--- src/rtl/serial_chunk_adder.sv ---
// Wide adder that walks W-bit operands N bits per clock, LSB chunk first, through a registered carry.
// Optional borrow/subtract mode under macro SERIAL_CHUNK_ADDER_SUB_EN (adds input SUB).
module serial_chunk_adder #(
  parameter int W = 32,
  parameter int N = 8
) (
  input  logic         CLK,
  input  logic         RST,
  input  logic         IN_VALID,
  output logic         IN_READY,
  input  logic [W-1:0] A,
  input  logic [W-1:0] B,
  input  logic         C_IN,
`ifdef SERIAL_CHUNK_ADDER_SUB_EN
  input  logic         SUB,
`endif
  output logic         OUT_VALID,
  input  logic         OUT_READY,
  output logic [W-1:0] SUM,
  output logic         C_OUT,
  output logic         BUSY
);

  localparam int K  = W / N;
  localparam int CW = $clog2(K) + 1;
  localparam logic [CW-1:0] LAST = CW'(K - 1);

  localparam logic [1:0] S_IDLE = 2'd0;
  localparam logic [1:0] S_RUN  = 2'd1;
  localparam logic [1:0] S_DONE = 2'd2;

  logic [1:0]    state_q, state_d;
  logic [W-1:0]  ar_q, ar_d;
  logic [W-1:0]  br_q, br_d;
  logic          cr_q, cr_d;
  logic [CW-1:0] cnt_q, cnt_d;
  logic [W-1:0]  sum_q, sum_d;
  logic          cout_q, cout_d;
`ifdef SERIAL_CHUNK_ADDER_SUB_EN
  logic          sub_q, sub_d;
`endif

  logic [N-1:0]   chunk_s;
  logic           chunk_co;
  logic [W+N-1:0] sum_ext;

  // N-bit ripple chain on the low chunk of the shift registers.
  always_comb begin : ripple
    logic c;
    c       = cr_q;
    chunk_s = '0;
    for (int i = 0; i < N; i++) begin
      chunk_s[i] = ar_q[i] ^ br_q[i] ^ c;
      c          = (ar_q[i] & br_q[i]) | (c & (ar_q[i] ^ br_q[i]));
    end
    chunk_co = c;
  end

  // New chunk enters at the top; works unchanged when K == 1.
  assign sum_ext = {chunk_s, sum_q};

  always_comb begin
    state_d = state_q;
    ar_d    = ar_q;
    br_d    = br_q;
    cr_d    = cr_q;
    cnt_d   = cnt_q;
    sum_d   = sum_q;
    cout_d  = cout_q;
`ifdef SERIAL_CHUNK_ADDER_SUB_EN
    sub_d   = sub_q;
`endif
    case (state_q)
      S_IDLE: begin
        if (IN_VALID) begin
          ar_d    = A;
          cnt_d   = '0;
          state_d = S_RUN;
`ifdef SERIAL_CHUNK_ADDER_SUB_EN
          br_d    = SUB ? ~B : B;
          cr_d    = C_IN ^ SUB;
          sub_d   = SUB;
`else
          br_d    = B;
          cr_d    = C_IN;
`endif
        end
      end
      S_RUN: begin
        ar_d  = ar_q >> N;
        br_d  = br_q >> N;
        sum_d = sum_ext[W+N-1:N];
        cr_d  = chunk_co;
        cnt_d = cnt_q + CW'(1);
        if (cnt_q == LAST) begin
          state_d = S_DONE;
`ifdef SERIAL_CHUNK_ADDER_SUB_EN
          cout_d  = chunk_co ^ sub_q;
`else
          cout_d  = chunk_co;
`endif
        end
      end
      S_DONE: begin
        if (OUT_READY) state_d = S_IDLE;
      end
      default: state_d = S_IDLE;
    endcase
  end

  always_ff @(posedge CLK) begin
    if (RST) begin
      state_q <= S_IDLE;
      ar_q    <= '0;
      br_q    <= '0;
      cr_q    <= 1'b0;
      cnt_q   <= '0;
      sum_q   <= '0;
      cout_q  <= 1'b0;
`ifdef SERIAL_CHUNK_ADDER_SUB_EN
      sub_q   <= 1'b0;
`endif
    end else begin
      state_q <= state_d;
      ar_q    <= ar_d;
      br_q    <= br_d;
      cr_q    <= cr_d;
      cnt_q   <= cnt_d;
      sum_q   <= sum_d;
      cout_q  <= cout_d;
`ifdef SERIAL_CHUNK_ADDER_SUB_EN
      sub_q   <= sub_d;
`endif
    end
  end

  assign IN_READY  = (state_q == S_IDLE);
  assign OUT_VALID = (state_q == S_DONE);
  assign BUSY      = (state_q != S_IDLE);
  assign SUM       = sum_q;
  assign C_OUT     = cout_q;

endmodule

--- config.mk ---
export PLATFORM = sky130hd
export DESIGN_NAME = serial_chunk_adder
export DESIGN_NICKNAME = d
export VERILOG_FILES = /design/src/rtl/serial_chunk_adder.sv
export SDC_FILE = /design/constraint.sdc
export NUM_CORES = 1
export LEC_CHECK = 0
export BUFFER_PORTS_ARGS = -buffer_cell sky130_fd_sc_hd__buf_4
export CAP_MARGIN = 40
export CORE_AREA = 10 10 107 99
export CTS_CLUSTER_SIZE = 14
export DETAILED_ROUTE_END_ITERATION = 10
export DIE_AREA = 0 0 117 109
export GPL_ROUTABILITY_DRIVEN = 1
export PLACE_DENSITY = 0.83
export SLEW_MARGIN = 20
export SYNTH_ARGS = -nofsm -noshare
export SYNTH_HDL_FRONTEND = slang
export SYNTH_SLANG_ARGS = --single-unit
--- constraint.sdc ---
create_clock -name CLK -period 10.3 [get_ports CLK]
set_input_delay 1.545 -clock CLK [delete_from_list [all_inputs] [get_ports CLK]]
set_output_delay 1.545 -clock CLK [all_outputs]
set_load 0.03 [all_outputs]
==> reports/results.ini <==
[final_layout]
mostFrequentLayoutCell = buf_4
num-fill-cells = 681
antenna_cells = 0
area_growth_pct = 21.8
drive_above_1_share_pct = 25.3
multiInputGateArea_um2 = 2370
final_nets = 711
final_cell_mix = buf_4 (107), dfxtp_1 (101), a21oi_1 (80), nand2_1 (60), nor2_1 (58)
regArea_um2 = 2060
final_area_um2 = 5790

[clocking]
cts_htree_levels = 3
cts_sinks = 103
postCtsHoldBufs = 0
cts_inserted_buffers = 9
clk_path_buf_depth = 2
tritoncts = done
clk_latency_ps = 360
ctsResizeCount = 0
clk_pin_slew_ps = 110
cts_root_buffer = clkbuf_8
postCtsSetupBuffers = 0

[route]
drt_iter0_drc = 284
wirelength_mm = 11.4
dr.pass1.iters = 4
drc = 0
viasPerCell = 5.49
wl_per_cell_um = 15.4
ant_nets = 0
vias = 4060

[setup_path]
worstSetupPathType = reg2reg
cp_slowest_cell = fa_1
crit_start = ar_q[0]$_SDFFE_PP0P_
endpoint_kind = flip-flop
path_cells = fa_1 > fa_1 > inv_1 > fa_1 > inv_1 > fa_1 > fa_1 > fa_1 > fa_1 > inv_1 > fa_1 > a211oi_1
required_ps = 10580
worst-r2r-setup-slack_ps = 6550
r2r_start = ar_q[0]$_SDFFE_PP0P_
crit_fanout = 2
cp_common_cell = fa_1
cp_data_arrival_time_ps = 4030
slowest_delay_ps = 460
critPathLaunchType = flip-flop

[sta]
finalCritPeriodShare_pct = 36.4
finalSetupViolations = 0
slew_viol_final = 0
rsz0062_at_grt = no
worstMarginPinSlew_ps = 740
finalHoldViolations = 0
slew_headroom_pct = 50.5
fmax_mhz = 267
period_needed_ps = 3750
fin_skew_ps = 11.5
tns_ps = 0

[worst_hold_path]
hp-class = reg2reg
hp-start = SUM[5]$_SDFFE_PP0P_

[synthesis]
ys_types = 29
synthesis.area_um2 = 4750
synth_top_family_by_area = simple AND/OR/NAND/NOR gates
syn_inst = 557
synth-simple-area-share_pct = 31.5
seq_area_frac_synth_pct = 43.4
synthAdderAreaFrac_pct = 3.90
ys.warnings.count = 0
syn-mean-instance-area_um2 = 8.53
synth_edf_count = 0
synth_flop_cell = dfxtp_1
async_flop_share_pct = 0
synth_seq_cells = 103
syn_nets = 636
synth_compound_area_share_pct = 14.3
synth_mux_area_share_pct = 0.211
post_synth_xor_area_fraction_pct = 0

[global_route]
met2_usage_pct = 29.6
grt_pass1_vias = 4012
grt_max_degree = 103
use_met1_pct = 22.1
grt-ovfl-total = 0
grt_pass1_wl_mm = 18.6
track_usage_pct = 17.7
grt_antenna_before_repair = 0
grt_use_met3_pct = 5.00
gr-max-usage-layer = met2

[power_and_ir_drop]
p_total_uw = 909
power.density_nw_per_um2 = 157
cellLeakagePower_nw = 2.36
peakVddDrop_v = 0.0000944

[floorplanning]
die_h_um = 109
fp.coreArea_um2 = 8410
rows = 32
io_pins = 105
initial_core_util_pct = 56.5
dieArea_um2 = 12800
die_w_um = 117

[placement]
place_hpwl_mm = 8.17
port-buffer-count = 104
gp_congestion = 0.844
placed_cell_area_um2 = 5500

[outcome]
outcome = finished, final reports clean

[run]
cap_violations = 0

==> worst max-delay path: cells and delay by family, from the launching register on <==
kind                       cells  cell delay, ps
AOI/OAI and AO/OA              1             190
DFF                            1             340
buffers and inverters          3             200
adders and majority gates      8            2930
==> layer usage <==
layer / vias to the layer above / wire length [µm]
met4: 0 / 108
met1: 1899 / 4920
met3: 14 / 807
met2: 136 / 5580
met5: - / 0
li1: 2011 / -
==> where the power goes <==
part	internal [mW]	total, mW	switching, mW
Sequential	0.426	0.442	0.0161
Combinational	0.0748	0.162	0.0868
Clock	0.165	0.306	0.141
Total	0.665	0.909	0.244
==> synth_stat cells, types with 6 or more instances <==
master	number	area [µm²]
buf_1	10	37.5
buf_4	11	82.6
inv_1	11	41.3
a22oi_1	9	67.6
nand2b_1	49	307
clkbuf_1	12	45.0
fa_1	8	160
a211oi_1	6	45.0
nor3_1	45	225
a22oi_2	9	113
or3b_1	43	377
nand2_1	60	225
nor2_2	10	62.6
a21oi_1	80	400
buf_2	11	55.1
nor2_1	58	218
dfxtp_1	103	2060
==> stage by stage <==
step                      instances  utilization [%]  worst slack (ps)  hold slack, ps
after floorplan                 557                -              6750             456
after global placement          717             64.3              6670             443
after detailed placement        721             65.4              6580             449
after CTS                       737             68.3              6540             465
after global routing            739             68.8              6380             489
final                           739             68.8              6550             462
==> state kept, by name, summed over array words and instances, names as in the netlist <==
signal	cells
state_q	2
C_OUT	1
br_q	32
cnt_q	3
SUM	32
ar_q	32
cr_q	1
==> layout make-up <==
class,instances,share of cell area [%]
clock buffers,9,2.14
clock inverters,7,2.21
inverters,11,0.714
multi-input cells,394,41.0
flip-flops and latches,103,35.7
well taps,102,2.21
repair buffers,113,16.0
==> final timing paths <==
path	end	depth (start not counted)
min reg2reg	SUM[5]$_SDFFE_PP0P_	2
max	SUM[31]$_SDFFE_PP0P_	12
min	SUM[5]$_SDFFE_PP0P_	2
max reg2reg	SUM[31]$_SDFFE_PP0P_	12
==> cells by family (layout without fill, tap and decap cells) <==
kind of cell | count (synthesis) | in the layout
multiplexers | 1 | 1
flip-flops | 103 | 103
adder cells (fa/ha/maj) | 10 | 10
AND/OR/NAND/NOR | 274 | 274
AO/OA/AOI/OAI | 109 | 109
buffers and inverters | 60 | 140
Power figures use the tool's default switching activity.
